===== src/rtl/mcntrl_page_sequencer.sv =====
// Per-channel frame/page sequencer for a read channel: requests one frame line at a time
// from the memory scheduler into a NUM_PAGES-deep page buffer and tracks frame progress.
module mcntrl_page_sequencer #(
  parameter int FRAME_HEIGHT_BITS = 16,
  parameter int ADDR_BITS         = 22,
  parameter int NUM_PAGES         = 4
) (
  input  logic                         mclk,
  input  logic                         rst_n,
  input  logic [FRAME_HEIGHT_BITS-1:0] frame_height,
  input  logic [ADDR_BITS-1:0]         start_addr,
  input  logic [ADDR_BITS-1:0]         line_stride,
  input  logic                         frame_start,
  input  logic                         next_page,
  input  logic                         suspend,
  output logic                         page_ready,
  output logic                         frame_done,
  output logic [FRAME_HEIGHT_BITS-1:0] line_unfinished,
  output logic                         busy,
  output logic                         xfer_want,
  input  logic                         xfer_grant,
  output logic [ADDR_BITS-1:0]         xfer_addr,
  input  logic                         xfer_done,
  output logic                         cmd_err,
  output logic                         buf_underflow
);

  localparam int CNT_BITS = $clog2(NUM_PAGES + 1);
  localparam logic [CNT_BITS-1:0]          PAGES     = CNT_BITS'(NUM_PAGES);
  localparam logic [CNT_BITS-1:0]          CNT_ONE   = CNT_BITS'(1);
  localparam logic [CNT_BITS-1:0]          CNT_ZERO  = CNT_BITS'(0);
  localparam logic [FRAME_HEIGHT_BITS-1:0] LINE_ONE  = FRAME_HEIGHT_BITS'(1);
  localparam logic [FRAME_HEIGHT_BITS-1:0] LINE_ZERO = FRAME_HEIGHT_BITS'(0);

  typedef enum logic [1:0] {
    IDLE = 2'd0,
    WAIT = 2'd1,
    REQ  = 2'd2,
    XFER = 2'd3
  } state_t;

  state_t                         state;
  state_t                         next_state;
  logic [FRAME_HEIGHT_BITS-1:0]   lines_issued;
  logic [FRAME_HEIGHT_BITS-1:0]   lines_done;
  logic [FRAME_HEIGHT_BITS-1:0]   height;
  logic [ADDR_BITS-1:0]           addr_acc;
  logic [CNT_BITS-1:0]            buf_cnt;
  logic                           start_ok;
  logic                           zero_frame;
  logic                           grant_ok;
  logic                           done_ok;
  logic                           last_line;
  logic                           can_issue;
  logic                           want_nxt;
  logic                           busy_nxt;
  logic                           page_ready_nxt;
  logic                           frame_done_nxt;

  assign start_ok        = frame_start && (state == IDLE);
  assign zero_frame      = start_ok && (frame_height == LINE_ZERO);
  assign grant_ok        = xfer_grant && (state == REQ);
  assign done_ok         = xfer_done && (state == XFER);
  assign last_line       = ((lines_done + LINE_ONE) == height);
  assign can_issue       = !suspend && (buf_cnt < PAGES) && (lines_issued < height);
  assign line_unfinished = lines_done;

  // State register.
  always_ff @(posedge mclk or negedge rst_n) begin
    if (!rst_n) begin
      state <= IDLE;
    end else begin
      state <= next_state;
    end
  end

  // Next-state logic; a grant wins over a simultaneous suspend.
  always_comb begin
    next_state = state;
    case (state)
      IDLE: begin
        if (start_ok && !zero_frame) next_state = WAIT;
        else                         next_state = IDLE;
      end
      WAIT: begin
        if (can_issue) next_state = REQ;
        else           next_state = WAIT;
      end
      REQ: begin
        if (xfer_grant)   next_state = XFER;
        else if (suspend) next_state = WAIT;
        else              next_state = REQ;
      end
      XFER: begin
        if (xfer_done && last_line) next_state = IDLE;
        else if (xfer_done)         next_state = WAIT;
        else                        next_state = XFER;
      end
      default: next_state = IDLE;
    endcase
  end

  // Next values of the registered handshake outputs.
  always_comb begin
    want_nxt       = (next_state == REQ);
    busy_nxt       = (next_state != IDLE);
    page_ready_nxt = done_ok;
    frame_done_nxt = zero_frame || (done_ok && last_line);
  end

  // Counters, address accumulator, buffer occupancy and registered outputs.
  always_ff @(posedge mclk or negedge rst_n) begin
    if (!rst_n) begin
      xfer_want     <= 1'b0;
      busy          <= 1'b0;
      page_ready    <= 1'b0;
      frame_done    <= 1'b0;
      xfer_addr     <= '0;
      cmd_err       <= 1'b0;
      buf_underflow <= 1'b0;
      lines_issued  <= '0;
      lines_done    <= '0;
      height        <= '0;
      addr_acc      <= '0;
      buf_cnt       <= '0;
    end else begin
      xfer_want  <= want_nxt;
      busy       <= busy_nxt;
      page_ready <= page_ready_nxt;
      frame_done <= frame_done_nxt;
      cmd_err    <= cmd_err | (frame_start && (state != IDLE));

      if (start_ok) begin
        height       <= frame_height;
        lines_issued <= LINE_ZERO;
        lines_done   <= LINE_ZERO;
        addr_acc     <= start_addr;
      end else begin
        if (grant_ok) begin
          lines_issued <= lines_issued + LINE_ONE;
          addr_acc     <= addr_acc + line_stride;
        end
        if (done_ok) begin
          lines_done <= lines_done + LINE_ONE;
        end
      end

      // addr_acc only moves on the grant that leaves REQ, so this holds through XFER.
      if (next_state == REQ) begin
        xfer_addr <= addr_acc;
      end

      case ({done_ok, next_page})
        2'b10: buf_cnt <= buf_cnt + CNT_ONE;
        2'b01: begin
          if (buf_cnt != CNT_ZERO) begin
            buf_cnt <= buf_cnt - CNT_ONE;
          end else begin
            buf_underflow <= 1'b1;
          end
        end
        default: buf_cnt <= buf_cnt;
      endcase
    end
  end

endmodule


===== config.mk =====
export PLATFORM = sky130hd
export DESIGN_NAME = mcntrl_page_sequencer
export DESIGN_NICKNAME = d
export VERILOG_FILES = /design/src/rtl/mcntrl_page_sequencer.sv
export SDC_FILE = /design/constraint.sdc
export NUM_CORES = 1
export LEC_CHECK = 0
export BUFFER_PORTS_ARGS = -buffer_cell sky130_fd_sc_hd__buf_4
export CELL_PAD_IN_SITES_DETAIL_PLACEMENT = 1
export CELL_PAD_IN_SITES_GLOBAL_PLACEMENT = 1
export CORE_ASPECT_RATIO = 2
export CORE_MARGIN = 2
export CORE_UTILIZATION = 44
export CTS_BUF_LIST = sky130_fd_sc_hd__clkbuf_2
export CTS_CLUSTER_DIAMETER = 200
export DETAILED_ROUTE_END_ITERATION = 12
export GPL_ROUTABILITY_DRIVEN = 0
export GPL_TIMING_DRIVEN = 0
export PLACE_DENSITY = 0.88
export REMOVE_ABC_BUFFERS = 1
export SYNTH_ARGS = -nofsm -noshare
export SYNTH_HDL_FRONTEND = slang
export SYNTH_SLANG_ARGS = --single-unit

===== constraint.sdc =====
create_clock -name mclk -period 3.01 [get_ports mclk]
set_clock_uncertainty 0.2 [all_clocks]
set_input_delay 0.602 -clock mclk [delete_from_list [all_inputs] [get_ports mclk]]
set_output_delay 0.602 -clock mclk [all_outputs]
set_load 0.02 [all_outputs]

==> flow_metrics.py, run 1 <==
metrics = {
    "power_and_ir_drop": {
        "power_w": 0.00651,
        "irDropWorstVdd_mv": 0.511,
        "leakage_nw": 3.63,
        "power.density_nw_per_um2": 844,
    },
    "worst_setup_path": {
        "path_cells": "ha_2 -> and3_2 -> and3_1 -> o2bb2ai_4 -> o211ai_1 -> buf_4 -> a31oi_1 -> xnor2_1 -> a21o_1 -> a221o_1",
        "setup.worst_path.start": "addr_acc[8]",
        "r2r_slack_ns": 0.11,
        "endpoint_kind": "flip-flop",
        "path_depth": 10,
        "cp.arrival_ns": 3.22,
        "crit_buf_inv": 1,
        "r2r_cells": 10,
        "worstSetupStartpointType": "flip-flop",
        "crit_path_max_incr_delay_ns": 0.48,
        "critPathSlowestCell": "dfrtp_1",
        "reg2reg_to": "addr_acc[21]",
        "reg2reg_from": "addr_acc[8]",
        "path_max_fanout": 6,
        "critPathRequiredTime_ns": 3.33,
        "critPathKind": "reg -> reg",
        "cp_top_family": "compound AO/OA/AOI/OAI gates",
        "cp-endpoint": "addr_acc[21]",
    },
    "synthesis": {
        "yosysTopAreaCell": "dfrtp_1",
        "yosys-mux-area-fraction_pct": 4.41,
        "synth-adder-area-share_pct": 8.46,
        "yosysUniqueCellTypes": 55,
        "synth-compound-area-share_pct": 17.7,
        "synth_edf_count": 0,
        "synthTopCellsByArea": "dfrtp_1, ha_1, o21ai_0, xnor2_1, mux2_2",
        "avgSynthCellArea_um2": 9.54,
        "ys.flop_type": "dfrtp_1",
        "synth_top_family_by_area": "compound AO/OA/AOI/OAI gates",
        "synthesis.area_um2": 6090,
        "yosys_warnings": 0,
        "synth_cells": 639,
        "synthXorXnorAreaFrac_pct": 7.91,
        "ys_ff_latch": 103,
        "yosysSeqAreaShare_pct": 42.3,
        "synth.most_common_cell": "dfrtp_1",
        "synth-simple-area-share_pct": 15.8,
        "synth_top_area_share_pct": 42.3,
        "synth_common_cells": "dfrtp_1, o21ai_0, nor2_1",
        "async_flop_share_pct": 100,
    },
    "cts": {
        "clk_pin_slew_ns": 0.29,
        "cts-root-buf": "clkbuf_2",
        "clock_latency_ns": 0.59,
        "numClockSinks": 103,
        "cts_tree": "yes",
        "htree_levels": 3,
        "cts_max_path_buffers": 2,
        "cts_buffers": 9,
    },
    "sta": {
        "rsz0062_at_grt": "false",
        "finalMaxSlewViolations": 0,
        "tightestPinTransition_ns": 1.11,
        "slew_headroom_pct": 25.9,
        "min_period_ns": 2.90,
        "hold_viol": 0,
        "setup_viol": 0,
        "hold_ws_ns": 0.0479,
        "fin_crit_sh_pct": 96.3,
        "fmax_mhz": 345,
        "setup_slack_ns": 0.111,
    },
    "route": {
        "via_per_inst": 5.96,
        "wl_per_cell_um": 21.1,
        "drt_iter0_drc": 260,
        "drcViolationCount": 0,
        "first_pass_iters": 6,
        "ant_nets": 0,
        "routed_wl_um": 19800,
        "vias": 5599,
    },
    "layout": {
        "final_area_um2": 7720,
        "area_delta_synth_final_pct": 26.6,
        "diodes": 0,
        "drive_gt1_share_pct": 26.0,
        "fin_nets": 886,
        "fin_cells": 939,
    },
    "placed_design": {
        "post-place-cells": 887,
        "hpwlAfterDp_um": 14200,
        "place_area_um2": 7100,
        "port_buffers": 110,
        "dp_slack_ns": -0.555,
    },
    "floorplan": {
        "die_h_um": 170,
        "start_util_pct": 45.1,
        "std_cell_rows": 60,
        "ios": 111,
        "core-area_um2": 13500,
        "fp.dieArea_um2": 14900,
        "fp.dieW_um": 87.2,
    },
    "global_route": {
        "grt.total_usage_pct": 26.9,
        "grt_max_degree": 104,
        "grt_overflow": 0,
        "antenna_found_initial": 0,
        "grt_pass1_vias": 6322,
        "grt_pass1_wl_um": 31100,
    },
    "min_path": {
        "min_from": "frame_height[7]",
        "hp-class": "in -> reg",
    },
    "run_status": {
        "status": "finished, final reports clean",
    },
    "job": {
        "max-cap-violations": 0,
    },
}
per-layer routing:
layer,GRT usage [%],vias up,wire (um)
met5,0,-,0
met4,13.5,0,814
met3,4.17,39,717
met2,51.9,174,11400
met1,26.7,2823,6900
li1,-,2563,-
state kept, by name, summed over array words and instances (netlist names):
name	flops
addr_acc	22
buf_cnt	3
buf_underflow	1
busy	1
cmd_err	1
frame_done	1
height	16
line_unfinished	16
lines_issued	16
page_ready	1
state	2
xfer_addr	22
xfer_want	1
worst reg2reg max path, cell delays in order, from the launching register on:
cell and delay [ns]:
dfrtp_1 0.48, ha_2 0.42, and3_2 0.28, and3_1 0.25, o2bb2ai_4 0.17, o211ai_1 0.11, buf_4 0.18, a31oi_1 0.18
xnor2_1 0.11, a21o_1 0.18, a221o_1 0.29
power breakdown:
group          internal, W  switching, W
combinational      0.00159       0.00197
sequential         0.00185      0.000415
clock             0.000199      0.000481
total              0.00364       0.00287
stage by stage:
step | setup TNS [ns] | utilization [%]
detailed placement | -17.14 | 52.5
floorplan | -191.99 | -
CTS | 0 | 55.8
finish | 0 | 57.1
global placement | -438.88 | 51.9
global route | 0 | 57.1
placed cells by master, fill, tap and decap left out, drive strengths merged, types with 9 or more instances in the layout:
cell and n:
mux2 23, nor3 15, dfrtp 103, clkbuf 11, nand2 44, and3 14
nor2 49, buf 127, nor4 9, xnor2 30, a21oi 27, o21ai 72
a21o 14, inv 29, dlygate4sd3 24, ha 38, a22oi 18, nand3 24
xor2 25
area by class of cell:
class / instances / area, um2
flip-flops and latches: 103 / 2580
inverters: 30 / 116
multi-input cells: 484 / 3440
clock inverters: 5 / 58.8
clock buffers: 11 / 55.1
well taps: 155 / 194
fillers: 1511 / 5800
repair buffers: 151 / 1270
cells by family (layout without fill, tap and decap cells):
group	Yosys count	count (layout)
mux	24	24
xor+xnor	55	55
flops	103	103
compound gates	174	175
fa+ha+maj	40	40
buf+inv	53	197
simple gates	190	190
timing repair:
| action | in CTS | in global routing |
|---|---|---|
| pin swaps | 5 | 4 |
| setup endpoints to repair | 51 | 18 |
| cloned | 1 | 0 |
| hold endpoints to repair | 21 | 105 |
| hold buffers | 21 | 3 |
| resized for setup | 10 | 22 |
| buffers inserted | 7 | 3 |
how the worst min path moves through the flow:
stage	endpoint	slack (ns)	cells after the start
2_1_floorplan	addr_acc[0]	0.11	0
3_3_place_gp	cmd_err	0.25	1
3_5_place_dp	cmd_err	0.28	1
4_1_cts	height[7]	0.0007	3
5_1_grt	height[9]	0.009	3
6_report	height[7]	0.05	3
Note: power is estimated with default switching activity, not from simulation.
==> inputs of run 2 (changes only) <==
GPL_ROUTABILITY_DRIVEN = unset   (was 0)
GPL_TIMING_DRIVEN = unset   (was 0)
==> flow_metrics.py, run 2 (synthesis results as in run 1) <==
metrics = {
    "route": {
        "drt_iter0_drc": 241,
        "wl_per_cell_um": 20.8,
        "vias": 5642,
        "first_pass_iters": 4,
        "via_per_inst": 5.91,
        "routed_wl_um": 19900,
        "drcViolationCount": 0,
        "ant_nets": 0,
    },
    "cts": {
        "cts-root-buf": "clkbuf_2",
        "cts_tree": "yes",
        "clk_pin_slew_ns": 0.28,
        "htree_levels": 3,
        "clock_latency_ns": 0.60,
        "numClockSinks": 103,
        "cts_buffers": 9,
        "cts_max_path_buffers": 2,
    },
    "sta": {
        "hold_viol": 0,
        "slew_headroom_pct": 29.2,
        "min_period_ns": 2.91,
        "fin_crit_sh_pct": 96.7,
        "setup_viol": 0,
        "tightestPinTransition_ns": 1.06,
        "finalMaxSlewViolations": 0,
        "fmax_mhz": 344,
    },
    "worst_setup_path": {
        "reg2reg_from": "addr_acc[0]",
        "r2r_slack_ns": 0.1,
        "critPathKind": "reg -> reg",
        "path_max_fanout": 3,
        "cp_top_family": "compound AO/OA/AOI/OAI gates",
        "reg2reg_to": "addr_acc[20]",
        "crit_buf_inv": 2,
        "endpoint_kind": "flip-flop",
        "critPathRequiredTime_ns": 3.36,
        "path_depth": 12,
        "cp.arrival_ns": 3.26,
        "path_cells": "ha_2 -> inv_1 -> fa_2 -> nor2b_2 -> o21ai_1 -> a21oi_1 -> buf_4 -> o21ai_0 -> a31oi_1 -> a21boi_1 -> or3_1 -> nand3_1",
        "r2r_cells": 12,
        "critPathSlowestCell": "dfrtp_1",
        "worstSetupStartpointType": "flip-flop",
        "setup.worst_path.start": "addr_acc[0]",
        "cp-endpoint": "addr_acc[20]",
        "crit_path_max_incr_delay_ns": 0.45,
    },
    "placed_design": {
        "place_area_um2": 7340,
        "port_buffers": 110,
        "hpwlAfterDp_um": 15400,
        "post-place-cells": 920,
        "gp_congestion": 0.987,
    },
    "floorplan": {
        "fp.dieW_um": 87.2,
        "fp.dieArea_um2": 14900,
        "start_util_pct": 45.1,
        "std_cell_rows": 60,
        "core-area_um2": 13500,
        "die_h_um": 170,
        "ios": 111,
    },
    "global_route": {
        "grt_overflow": 0,
        "grt_max_degree": 59,
        "grt_pass1_wl_um": 32100,
        "grt.total_usage_pct": 27.9,
        "antenna_found_initial": 1,
        "grt_pass1_vias": 6475,
    },
    "layout": {
        "reg.largest.list": "addr_acc (22), xfer_addr (22)",
        "final_area_um2": 7650,
        "layout_common_cells": "buf_4, dfrtp_1, o21ai_0, nor2_1, nand2_1",
        "fin_cells": 955,
        "area_delta_synth_final_pct": 25.6,
        "fin_nets": 902,
        "final_common_cell": "buf_4",
        "drive_gt1_share_pct": 25.9,
    },
    "power_and_ir_drop": {
        "irDropWorstVdd_mv": 0.471,
        "power.density_nw_per_um2": 825,
        "leakage_nw": 3.69,
    },
    "job": {
        "max-cap-violations": 0,
    },
    "run_status": {
        "status": "finished, final reports clean",
    },
    "min_path": {
        "hp-class": "in -> reg",
    },
}
## run 2: how the worst min path moves through the flow
stage | from | to | slack (ns) | depth (start not counted)
after floorplan | rst_n | addr_acc[0] | 0.11 | 0
after global placement | cmd_err | cmd_err | 0.25 | 1
after detailed placement | buf_underflow | buf_underflow | 0.26 | 1
after CTS | frame_height[10] | height[10] | 0.003 | 3
after global routing | frame_height[10] | height[10] | 0.008 | 3
final | frame_height[7] | height[7] | 0.04 | 3
## run 2: repair_timing
item / CTS / global route
pin swaps: 0 / 4
gates resized for setup: 1 / 8
hold buffers: 17 / 1
endpoints found under the hold margin: 59 / 1
setup endpoints to repair: 1 / 8
buffers inserted: 0 / 1
## run 2: layer usage
layer	GRT usage (%)	routed length [um]
met1	26.9	6740
met2	54.2	11500
met3	4.46	678
met4	14.4	921
met5	0	0
## run 2: where the power goes
part	switching, W	internal (W)	leakage, nW
logic	0.00191	0.00156	2.33
registers	0.000405	0.00185	1.31
clock network	0.000480	0.000115	0.0546
## run 2: per-stage QoR
stage               setup WS [ns]  setup TNS, ns  util (%)  hold slack, ns  power (W)
finish                     0.0995              0      56.6          0.0358    0.00631
floorplan                   -3.67        -191.99         -           0.106    0.00434
CTS                       0.00421              0      56.3         0.00338    0.00632
global route             -0.00527        -0.0126      56.6         0.00759    0.00679
global placement          -0.0770         -0.133      54.3           0.255    0.00545
detailed placement         -0.133         -0.593      54.3           0.261    0.00568
## run 2: final cells by class
| class | instances | area [um2] |
|---|---|---|
| diodes | 1 | 2.50 |
| clock buffers | 11 | 55.1 |
| clock inverters | 4 | 32.5 |
| fillers | 1534 | 5860 |
| inverters | 30 | 113 |
| multi-input cells | 483 | 3350 |
| flip-flops and latches | 103 | 2580 |
| well taps | 155 | 194 |
| repair buffers | 168 | 1330 |
## run 2: worst register-to-register path, cell delays in order, from the launching register on
cell	delay, ns
dfrtp_1	0.45
ha_2	0.20
inv_1	0.05
fa_2	0.35
nor2b_2	0.16
o21ai_1	0.09
a21oi_1	0.16
buf_4	0.15
o21ai_0	0.12
a31oi_1	0.28
a21boi_1	0.18
or3_1	0.40
nand3_1	0.09
